**src/rtl/crc32_frame_ctrl.sv**
```systemverilog
// Frame sequencer around the byte-wide reflected CRC-32 update.
// Accepts a valid/ready byte stream and emits CRC, length and FCS check.
module crc32_frame_ctrl #(
    parameter logic [31:0] INIT    = 32'hFFFF_FFFF,
    parameter logic [31:0] XOR_OUT = 32'hFFFF_FFFF,
    parameter logic [31:0] RESIDUE = 32'hDEBB_20E3,
    parameter int unsigned LEN_W   = 16
) (
    input  logic             clk_i,
    input  logic             rst_ni,
    input  logic             abort_i,
    input  logic             s_valid_i,
    output logic             s_ready_o,
    input  logic [7:0]       s_data_i,
    input  logic             s_last_i,
    output logic             m_valid_o,
    input  logic             m_ready_i,
    output logic [31:0]      m_crc_o,
    output logic             m_ok_o,
    output logic [LEN_W-1:0] m_len_o,
    output logic             m_len_ovf_o
);

    localparam logic [31:0] POLY = 32'hEDB8_8320;

    typedef enum logic [1:0] {
        IDLE,
        BUSY,
        DONE
    } state_t;

    function automatic logic [31:0] crc32_byte(
        input logic [31:0] crc,
        input logic [7:0]  data
    );
        logic [31:0] c;
        c = crc ^ {24'h0, data};
        for (int i = 0; i < 8; i++) begin
            c = c[0] ? ((c >> 1) ^ POLY) : (c >> 1);
        end
        return c;
    endfunction

    state_t state_q, state_d;

    logic [31:0]      crc_q;
    logic [LEN_W-1:0] len_q;
    logic             ovf_q;

    logic [31:0]      res_crc_q;
    logic             res_ok_q;
    logic [LEN_W-1:0] res_len_q;
    logic             res_ovf_q;

    logic             accept;
    logic             first;
    logic             clr;
    logic             upd;
    logic             load;

    logic [31:0]      crc_base;
    logic [31:0]      crc_nxt;
    logic [LEN_W-1:0] len_base;
    logic [LEN_W-1:0] len_nxt;
    logic             ovf_base;
    logic             ovf_nxt;
    logic             len_max;

    assign s_ready_o   = (state_q != DONE);
    assign m_valid_o   = (state_q == DONE);
    assign m_crc_o     = res_crc_q;
    assign m_ok_o      = res_ok_q;
    assign m_len_o     = res_len_q;
    assign m_len_ovf_o = res_ovf_q;

    assign accept = s_valid_i && s_ready_o;
    assign first  = (state_q == IDLE);

    // The first byte of a frame always starts from a fresh INIT/zero base.
    assign crc_base = first ? INIT : crc_q;
    assign crc_nxt  = crc32_byte(crc_base, s_data_i);
    assign len_base = first ? '0 : len_q;
    assign ovf_base = first ? 1'b0 : ovf_q;
    assign len_max  = &len_base;
    assign len_nxt  = len_max ? len_base : len_base + LEN_W'(1);
    assign ovf_nxt  = ovf_base | len_max;

    always_ff @(posedge clk_i or negedge rst_ni) begin
        if (!rst_ni) begin
            state_q <= IDLE;
        end else begin
            state_q <= state_d;
        end
    end

    always_comb begin
        state_d = state_q;
        clr     = 1'b0;
        upd     = 1'b0;
        load    = 1'b0;
        unique case (state_q)
            IDLE, BUSY: begin
                // Abort wins over a coincident byte, which is dropped.
                if (abort_i) begin
                    clr     = 1'b1;
                    state_d = IDLE;
                end else if (accept) begin
                    upd = 1'b1;
                    if (s_last_i) begin
                        load    = 1'b1;
                        state_d = DONE;
                    end else begin
                        state_d = BUSY;
                    end
                end
            end
            DONE: begin
                if (m_ready_i) begin
                    clr     = 1'b1;
                    state_d = IDLE;
                end
            end
            default: begin
                clr     = 1'b1;
                state_d = IDLE;
            end
        endcase
    end

    always_ff @(posedge clk_i or negedge rst_ni) begin
        if (!rst_ni) begin
            crc_q     <= INIT;
            len_q     <= '0;
            ovf_q     <= 1'b0;
            res_crc_q <= '0;
            res_ok_q  <= 1'b0;
            res_len_q <= '0;
            res_ovf_q <= 1'b0;
        end else begin
            if (clr) begin
                crc_q <= INIT;
                len_q <= '0;
                ovf_q <= 1'b0;
            end else if (upd) begin
                crc_q <= crc_nxt;
                len_q <= len_nxt;
                ovf_q <= ovf_nxt;
            end
            if (load) begin
                res_crc_q <= crc_nxt ^ XOR_OUT;
                res_ok_q  <= (crc_nxt == RESIDUE);
                res_len_q <= len_nxt;
                res_ovf_q <= ovf_nxt;
            end
        end
    end

endmodule

```
**config.mk**
```make
export PLATFORM = sky130hd
export DESIGN_NAME = crc32_frame_ctrl
export DESIGN_NICKNAME = d
export VERILOG_FILES = /design/src/rtl/crc32_frame_ctrl.sv
export SDC_FILE = /design/constraint.sdc
export NUM_CORES = 1
export LEC_CHECK = 0
export CAP_MARGIN = 20
export CORE_UTILIZATION = 52
export CTS_CLUSTER_SIZE = 16
export DETAILED_ROUTE_END_ITERATION = 6
export GPL_TIMING_DRIVEN = 1
export PLACE_DENSITY = 0.78
export SYNTH_ARGS = -nofsm -noshare
export SYNTH_HDL_FRONTEND = slang
export SYNTH_SLANG_ARGS = --single-unit
```
**constraint.sdc**
```tcl
create_clock -name clk_i -period 2.6 [get_ports clk_i]
set_input_delay 0.78 -clock clk_i [delete_from_list [all_inputs] [get_ports clk_i]]
set_output_delay 0.78 -clock clk_i [all_outputs]
set_load 0.005 [all_outputs]
```
==> summary.txt, run 1 <==
Status
  • Outcome: complete, no violations

CTS
  • TritonCTS clock tree: built
  • Hold_buf cts: 0
  • Root Driver: clkbuf_16
  • TritonCTS Buffers: 9
  • Worst skew pair latency: 0.36 ns
  • H-tree Lvls: 3
  • CTS Buffer Depth: 2
  • Clock tree sinks: 101
  • Clock transition at the registers of the reported paths: 0.07 ns

Synthesis
  • Synth cell types: 65
  • Top cells by area, synth: dfrtp_1 (29%), dfstp_2 (14%), xnor2_1 (9.0%)
  • Number of synthesized register bits: 101
  • Synth Flop Type: dfrtp_1
  • Synthesized area per cell: 9.57 sq um
  • Post-Synth Simple-Gate Area: 14.8%
  • Seq/Total Area, Yosys: 43.3%
  • Post-synth EDFFs: 0
  • Post-Synth Adder-Cell Area: 0.422%
  • Top-area cell type share of the netlist area: 29.1%
  • Main combinational cell family by area after synthesis: XOR/XNOR gates
  • Mux share of post-synthesis cell area: 1.60%
  • Post-synth ARST share: 100%
  • Mapped Area: 0.00594 sq mm
  • Gate Count Post-Synth: 620
  • Post-synthesis compound-gate area fraction: 18.2%
  • Yosys warns: 0
  • Post-Synth XOR/XNOR Area: 18.3%
  • Cell taking the most area after synthesis: dfrtp_1
  • Syn Nets: 636

Power and ir drop
  • Clock power share: 22.5%
  • Combinational Power Share: 42.2%
  • Peak supply drop: 0.675 mV
  • Sequential Power Share: 35.4%
  • Internal: 4050 uW
  • PD cells: 750 mW/mm^2
  • Leak pwr: 0.00340 uW
  • NetSw: 1950 uW
  • Sw Ratio: 32.5%

STA
  • Setup-failing EPs final: 0
  • Final worst slack: 0.0155 ns
  • Clock Skew: 0.0100 ns
  • Fin Hold WS: 0.361 ns
  • Slew Viols, Final: 0
  • Hold Vio Cnt, Final: 0
  • Final min period: 2.58 ns
  • Period utilization: 99.4%
  • Worst-Margin Slew: 0.555 ns
  • Peak Freq: 0.387 GHz
  • Slew margin rel.: 62.9%

Setup path
  • CP max-delay cell: dfstp_2
  • Critical Path Fanout Max: 4
  • Class of the most critical setup path: reg2reg
  • CP Cell Sequence: buf_4 > xor2_2 > xnor3_1 > nor2_2 > xnor3_2 > a2111oi_4 > nand4_1 > o31ai_2
  • CP endpoint kind: flip-flop
  • WP data arrival: 2.85 ns
  • Crit-path max cell delay: 0.58 ns
  • Crit path launch type: flip-flop
  • Worst Path Required: 2.86 ns

Floorplan
  • Chip Width: 109 um
  • Die height: 109 um
  • Std-Cell Rows: 38
  • Die area: 0.0118 sq mm
  • Core area: 0.0110 sq mm
  • Initial Util: 54.0%
  • I/O pin cnt: 66

Run
  • Max-cap violations: 0

Place
  • Placed cell area: 0.00738 sq mm
  • RePlAce Congestion: 0.898
  • Placement Setup Slack: -0.708 ns
  • HPWL after detailed placement: 13000 um
  • PortBufs: 65

Finish
  • Final core occ: 72.9%
  • Commonest non-fill, non-tap cell in the layout: buf_4
  • Share of layout cells above drive strength 1: 29.0%
  • Fin area: 0.00801 sq mm
  • Final Net Count: 783
  • Antenna fix cells: 0
  • Highest-count cells in the layout ignoring fill and taps: buf_4 (110), nand2_1 (94), dfrtp_1 (67)
  • Area Overhead vs Synth: 34.9%

Detailed routing
  • Drt pass-1 iters: 5
  • Vias: 5180
  • Vias per cell: 5.68
  • DRT iter0 DRCs: 337
  • WL/cell: 19.1 um
  • Post-Route WL: 17400 um
  • Post-route ant nets: 0
  • DRC errors left: 0

Global route
  • First-pass GRT wire length: 26800 um
  • Grt ovf: 0
  • Largest net degree at the start of global routing: 89
  • Vias in the first global route: 4931
  • GRT Total Usage: 30.8%
  • Initial antenna violation count: 0

Hold path
  • Worst Hold Class: in2async
what timing repair did:
item                       CTS  global route
buffers inserted             4            14
pin swaps                   10            10
gates resized for setup     36            30
gates cloned                 0             0
setup endpoints to repair   21            15
metal layers:
metal  GRT usage, %  share of wire [%]
met5              0                  0
met2           47.8                 47
met1           44.0                 47
met4           9.27                1.4
met3           5.08                5.4
registers in the layout (all words and copies together) (netlist names):
| register | cells |
|---|---|
| len_q | 16 |
| crc_q | 32 |
| m_len_o | 16 |
| m_len_ovf_o | 1 |
| state_q | 2 |
| ovf_q | 1 |
| m_ok_o | 1 |
| m_crc_o | 32 |
final timing paths:
kind                             startpoint     endpoint  slack, ns  cells past startpoint
worst min register to register  m_crc_o[19]  m_crc_o[19]       0.48                      2
min in group clk_i              m_crc_o[19]  m_crc_o[19]       0.48                      2
max in group asynchronous            rst_ni     crc_q[4]       1.66                      2
worst max-delay path               crc_q[0]       m_ok_o       0.02                      8
worst max register to register     crc_q[0]       m_ok_o       0.02                      8
worst min-delay path                 rst_ni     len_q[0]       0.36                      1
cell families (layout without fill, tap and decap cells):
kind of cell | Yosys count | count (layout)
AND/OR/NAND/NOR | 199 | 199
AO/OA/AOI/OAI | 158 | 158
XOR/XNOR | 103 | 103
flip-flops | 101 | 101
buffers and inverters | 48 | 200
multiplexers | 9 | 9
adder cells (fa/ha/maj) | 2 | 2
worst max-delay path: cells and delay by family, from the launching register on:
kind | cells | cell delay [ns]
AO/OA/AOI/OAI | 2 | 0.59
XOR/XNOR | 3 | 0.85
buffers and inverters | 1 | 0.14
flip-flops | 1 | 0.58
AND/OR/NAND/NOR | 2 | 0.31
cells in the mapped netlist, types with 5 or more instances:
cell,n
buf_2,11
nor2_1,47
a32o_1,6
o22a_1,24
a21oi_1,16
xnor3_1,9
nand3_1,8
o21ai_1,5
nor3_1,10
dfstp_2,32
xnor2_1,61
xor2_1,28
or3_1,8
mux2i_1,5
nand4_1,6
nand2_1,96
clkbuf_1,29
and2_1,5
o31ai_1,5
dfrtp_1,69
o21ai_0,62
power by group through the flow:
stage          combinational, uW  sequential, uW  clock, uW
4_1_cts                     2420            2130       1380
6_report                    2530            2120       1350
5_1_grt                     2720            2160       1430
3_3_place_gp                2320            2140          0
2_1_floorplan               1200            2090          0
3_5_place_dp                2360            2150          0
stage by stage:
step	power (uW)	instances	TNS, ns
finish	6010	912	0
global route	6300	912	-0.0243
CTS	5930	898	-0.0391
detailed placement	4510	879	-15.71
global placement	4460	879	-14.20
floorplan	3290	620	0
cell type report:
| class | instances | area [sq um] |
|---|---|---|
| multi-input combinational | 471 | 3410 |
| clock inverter | 5 | 61.3 |
| timing repair buffer | 180 | 1550 |
| fill | 828 | 2970 |
| sequential | 101 | 2570 |
| inverter | 4 | 16.3 |
| clock buffer | 11 | 233 |
| tap | 140 | 175 |
Note: power is estimated with default switching activity, not from simulation.
==> inputs of run 2 (changes only) <==
--- a/config.mk
+++ b/config.mk
@@ -6,11 +6,14 @@
 export NUM_CORES = 1
 export LEC_CHECK = 0
 export CAP_MARGIN = 20
-export CORE_UTILIZATION = 52
+export CORE_UTILIZATION = 53
+export CTS_BUF_LIST = sky130_fd_sc_hd__clkbuf_8
+export CTS_CLUSTER_DIAMETER = 40
 export CTS_CLUSTER_SIZE = 16
 export DETAILED_ROUTE_END_ITERATION = 6
 export GPL_TIMING_DRIVEN = 1
-export PLACE_DENSITY = 0.78
+export HOLD_SLACK_MARGIN = 0.1
+export PLACE_DENSITY = 0.79
 export SYNTH_ARGS = -nofsm -noshare
 export SYNTH_HDL_FRONTEND = slang
 export SYNTH_SLANG_ARGS = --single-unit
==> run 2 against run 1 <==
Compared with the run above:
- first-iteration DRC count up 31%
- critical endpoint unchanged
- via count increased by 4.2%
- register-to-register slack about the same
==> summary.txt, run 2 (synthesis results as in run 1) <==
Status
  • Outcome: complete, no violations

Power and ir drop
  • PD cells: 721 mW/mm^2
  • Combinational Power Share: 45.3%
  • Peak supply drop: 0.585 mV
  • Clock power share: 18.6%
  • Internal: 3920 uW
  • Sequential Power Share: 36.1%
  • Sw Ratio: 33.7%
  • Total power: 5920 uW
  • NetSw: 1990 uW
  • Leak pwr: 0.00353 uW

Detailed routing
  • DRC errors left: 0
  • DRT iter0 DRCs: 442
  • Drt pass-1 iters: 5
  • Post-route ant nets: 0
  • WL/cell: 19.5 um
  • Vias: 5396
  • Post-Route WL: 18400 um
  • Vias per cell: 5.73

Floorplan
  • I/O pin cnt: 66
  • Core area: 0.0109 sq mm
  • Initial Util: 54.5%
  • Std-Cell Rows: 38
  • Die height: 108 um
  • Chip Width: 108 um
  • Die area: 0.0116 sq mm

Setup path
  • Setup crit start: s_data_i[6]
  • CP endpoint kind: flip-flop
  • CP max-delay cell: xnor2_1
  • Worst Path Required: 2.89 ns
  • Crit path launch type: input pin
  • WP data arrival: 2.89 ns
  • Crit path max-delay family: simple AND/OR/NAND/NOR gates
  • CP Cell Sequence: clkdlybuf4s15_1 > xnor2_1 > o21ai_1 > nand2_2 > ha_4 > nand2_2 > a21oi_2 > nand4_1 > nor4_2 > buf_4 > nand4_1 > o31ai_2
  • Critical Path Fanout Max: 3
  • Crit-path max cell delay: 0.30 ns
  • Class of the most critical setup path: in2reg
  • Reg-to-reg critical path startpoint: state_q[1]
  • Buf/Inv on CP: 2

Global route
  • GRT Total Usage: 33.5%
  • Met3 Use GR: 5.87%
  • Grt ovf: 0
  • Busiest grt layer: met2
  • Largest net degree at the start of global routing: 41
  • First-pass GRT wire length: 28700 um
  • Vias in the first global route: 5273
  • M1 GR Usage: 47.7%
  • Initial antenna violation count: 0
  • Met2 usage: 52.7%

Run
  • Max-cap violations: 0

Place
  • PortBufs: 65
  • Placed cell area: 0.00755 sq mm
  • RePlAce Congestion: 0.950
  • Dpl cells: 905
  • HPWL after detailed placement: 14000 um

Finish
  • Final Net Count: 813
  • Final core occ: 75.4%
  • Reg area: 0.00257 sq mm
  • Fin area: 0.00820 sq mm
  • Finished Layout Cells: 942
  • Share of layout cells above drive strength 1: 31.8%
  • Commonest non-fill, non-tap cell in the layout: buf_4
  • Fillers: 780
  • Area Overhead vs Synth: 38.2%
  • Highest-count cells in the layout ignoring fill and taps: buf_4 (139), nand2_1 (91), dfrtp_1 (67)
  • Antenna fix cells: 0
  • Footprint of the multi-input gates: 0.00345 sq mm

Hold path
  • Worst Hold Class: in2async

CTS
  • Clock transition at the registers of the reported paths: 0.10 ns
  • Worst skew pair latency: 0.38 ns
  • TritonCTS Buffers: 9
  • Root Driver: clkbuf_8
  • CTS Buffer Depth: 2
  • H-tree Lvls: 3
  • TritonCTS clock tree: built
  • Clock tree sinks: 101

STA
  • Period utilization: 99.8%
  • RSZ-0062 raised after global routing: true
  • Slew Viols, Final: 0
  • Setup-failing EPs final: 0
  • Clock Skew: 0.0161 ns
  • Hold Vio Cnt, Final: 0
  • Final min period: 2.60 ns
  • Slew margin rel.: 64.3%
  • Worst-Margin Slew: 0.535 ns
  • Peak Freq: 0.385 GHz
## run 2: cell count changes in the layout (fill, tap and decap cells not counted), moves of 3 or more
cell / before / now
nand2_1: 94 / 91
nand2_2: 2 / 5
clkbuf_16: 9 / 0
buf_6: 2 / 5
buf_4: 110 / 139
clkbuf_8: 0 / 9
## run 2: cell type report
class                      instances  area share, %
multi-input combinational        471           42.0
sequential                       101           31.4
timing repair buffer             210           21.6
tap                              140           2.14
clock buffer                       9           1.51
clock inverter                     7           1.13
inverter                           4          0.244
## run 2: metal layers
layer | share of wire [%] | vias up
met5 | 0 | -
met3 | 6.3 | 30
met1 | 45 | 2644
met2 | 47 | 206
met4 | 1.8 | 0
li1 | - | 2516
## run 2: path summary, 6_finish.rpt
| kind | endpoint | slack, ns | depth (start not counted) |
|---|---|---|---|
| worst max-delay path | m_ok_o | 0.005 | 12 |
| worst min-delay path | m_len_o[0] | 0.36 | 1 |
| worst max register to register | m_ok_o | 0.01 | 11 |
| worst min register to register | m_crc_o[19] | 0.49 | 2 |
| max in group asynchronous | crc_q[11] | 1.54 | 2 |
| min in group clk_i | m_crc_o[19] | 0.49 | 2 |
## run 2: worst reg2reg max path: cells and delay by family, from the launching register on
family	cells	cell delay, ns
buffers and inverters	4	0.61
xor gates and xnor gates	1	0.29
AOI/OAI and AO/OA	3	0.58
and+or+nand+nor	2	0.46
DFF	1	0.45
muxes	1	0.13
## run 2: what timing repair did
| action | in CTS | in global routing |
|---|---|---|
| setup endpoints to repair | 25 | 13 |
| pin swaps | 15 | 17 |
| hold buffers | 0 | 0 |
| buffers inserted | 12 | 9 |
| resized for setup | 41 | 37 |
## run 2: power by group through the flow
stage               combinational, uW  clock [uW]  sequential, uW
floorplan                        1200           0            2090
global placement                 2400           0            2150
detailed placement               2440           0            2170
CTS                              2550        1120            2140
global route                     2870        1180            2160
finish                           2680        1100            2140
## run 2: through the flow
step / hold slack (ns) / TNS (ns) / setup WS (ns)
5_1_grt: 0.389 / -0.0769 / -0.0769
4_1_cts: 0.375 / -0.0311 / -0.0311
6_report: 0.355 / 0 / 0.00484
3_5_place_dp: 0.472 / -16.03 / -0.711
3_3_place_gp: 0.461 / -14.60 / -0.690
2_1_floorplan: 0.463 / 0 / 0.00637
==> inputs of run 3 (changes only) <==
--- a/config.mk
+++ b/config.mk
@@ -17,3 +17,4 @@
 export SYNTH_ARGS = -nofsm -noshare
 export SYNTH_HDL_FRONTEND = slang
 export SYNTH_SLANG_ARGS = --single-unit
+export TNS_END_PERCENT = 1
==> run 3 against run 2 <==
Compared with the run above:
- first-iteration DRC count unchanged
- sequential share of layout area is the same
- clock power barely moved
- die area did not move
- worst hold slack did not move
- critical path depth unchanged
- cell count unchanged
- global-route usage did not move
- non-clock buffer count stayed put
- via count unchanged
- total power did not move
- critical path type unchanged
==> summary.txt, run 3 (synthesis results as in run 1) <==
Finish
  • Reg area: 0.00257 sq mm
  • Highest-count cells in the layout ignoring fill and taps: buf_4 (139), nand2_1 (91), dfrtp_1 (67)
  • Footprint of the multi-input gates: 0.00345 sq mm
  • Fin area: 0.00820 sq mm
  • Final Net Count: 813
  • Commonest non-fill, non-tap cell in the layout: buf_4
  • Fillers: 780
  • Finished Layout Cells: 942
  • Final core occ: 75.4%
  • Area Overhead vs Synth: 38.2%
  • Share of layout cells above drive strength 1: 31.8%
  • Antenna fix cells: 0

Place
  • Placed cell area: 0.00755 sq mm
  • RePlAce Congestion: 0.950
  • Dpl cells: 905
  • HPWL after detailed placement: 14000 um
  • PortBufs: 65

Setup path
  • CP endpoint kind: flip-flop
  • Reg-to-reg critical path startpoint: state_q[1]
  • CP max-delay cell: xnor2_1
  • Crit-path max cell delay: 0.30 ns
  • Crit path max-delay family: simple AND/OR/NAND/NOR gates
  • Class of the most critical setup path: in2reg
  • Crit path launch type: input pin
  • Setup crit start: s_data_i[6]
  • WP data arrival: 2.89 ns
  • CP Cell Sequence: clkdlybuf4s15_1 > xnor2_1 > o21ai_1 > nand2_2 > ha_4 > nand2_2 > a21oi_2 > nand4_1 > nor4_2 > buf_4 > nand4_1 > o31ai_2
  • Buf/Inv on CP: 2
  • Critical Path Fanout Max: 3
  • Worst Path Required: 2.89 ns
  • R2r setup slk: 0.01 ns

Detailed routing
  • Drt pass-1 iters: 5
  • DRT iter0 DRCs: 442
  • Post-Route WL: 18400 um
  • Vias: 5396
  • Post-route ant nets: 0
  • Vias per cell: 5.73
  • DRC errors left: 0
  • WL/cell: 19.5 um

Floorplan
  • Die height: 108 um
  • Std-Cell Rows: 38
  • I/O pin cnt: 66
  • Chip Width: 108 um
  • Initial Util: 54.5%
  • Die area: 0.0116 sq mm
  • Core area: 0.0109 sq mm

Power and ir drop
  • Peak supply drop: 0.585 mV
  • Leak pwr: 0.00353 uW
  • PD cells: 721 mW/mm^2
  • Sequential Power Share: 36.1%
  • Internal: 3920 uW
  • Combinational Power Share: 45.3%
  • NetSw: 1990 uW
  • Sw Ratio: 33.7%
  • Clock power share: 18.6%

Global route
  • Grt ovf: 0
  • Vias in the first global route: 5273
  • Initial antenna violation count: 0
  • Largest net degree at the start of global routing: 41
  • GRT Total Usage: 33.5%
  • First-pass GRT wire length: 28700 um

CTS
  • TritonCTS Buffers: 9
  • Hold_buf cts: 0
  • Clock tree sinks: 101
  • TritonCTS clock tree: built
  • Worst skew pair latency: 0.38 ns
  • H-tree Lvls: 3
  • Root Driver: clkbuf_8
  • CTS Buffer Depth: 2
  • Clock transition at the registers of the reported paths: 0.10 ns

STA
  • Setup TNS: 0 ns
  • Fin Hold WS: 0.355 ns
  • Worst-Margin Slew: 0.535 ns
  • Final min period: 2.60 ns
  • Period utilization: 99.8%
  • Hold Vio Cnt, Final: 0
  • Slew margin rel.: 64.3%
  • RSZ-0062 raised after global routing: true
  • Setup-failing EPs final: 0
  • Peak Freq: 0.385 GHz
  • Clock Skew: 0.0161 ns
  • Slew Viols, Final: 0

Status
  • Outcome: complete, no violations

Run
  • Max-cap violations: 0

Hold path
  • Worst Hold Class: in2async
run 3: cell counts in the layout (fill, tap and decap cells not counted):
Identical to the previous run, type by type.
run 3: final cells by class:
cell class,instances,share of cell area [%]
Sequential cell,101,31.4
Clock buffer,9,1.51
Clock inverter,7,1.13
Inverter,4,0.244
Tap cell,140,2.14
Timing Repair Buffer,210,21.6
Multi-Input combinational cell,471,42.0
run 3: worst paths after layout:
check                              end  cells after the start
setup / recovery                m_ok_o                     12
hold / removal              m_len_o[0]                      1
setup reg to reg                m_ok_o                     11
hold reg to reg            m_crc_o[19]                      2
max in group asynchronous    crc_q[11]                      2
min in group clk_i         m_crc_o[19]                      2
run 3: timing repair:
item                                    4_1_cts  5_1_grt
endpoints found under the setup margin       25       13
resized for setup                            41       37
endpoints found under the hold margin         0        0
buffers inserted                             12        9
pin swaps                                    15       17
run 3: power by group through the flow:
stage | Combinational (uW) | Clock (uW) | Sequential [uW]
CTS | 2550 | 1120 | 2140
finish | 2680 | 1100 | 2140
floorplan | 1200 | 0 | 2090
global placement | 2400 | 0 | 2150
global route | 2870 | 1180 | 2160
detailed placement | 2440 | 0 | 2170
run 3: per-layer routing:
layer | vias to the layer above | share of wire, % | GRT usage, %
li1 | 2516 | - | -
met1 | 2644 | 45 | 47.7
met2 | 206 | 47 | 52.7
met3 | 30 | 6.3 | 5.87
met4 | 0 | 1.8 | 8.41
met5 | - | 0 | 0
run 3: per-stage QoR:
| stage | worst slack [ns] | power, uW |
|---|---|---|
| 4_1_cts | -0.0311 | 5810 |
| 2_1_floorplan | 0.00637 | 3290 |
| 3_3_place_gp | -0.690 | 4550 |
| 6_report | 0.00484 | 5920 |
| 3_5_place_dp | -0.711 | 4610 |
| 5_1_grt | -0.0769 | 6220 |
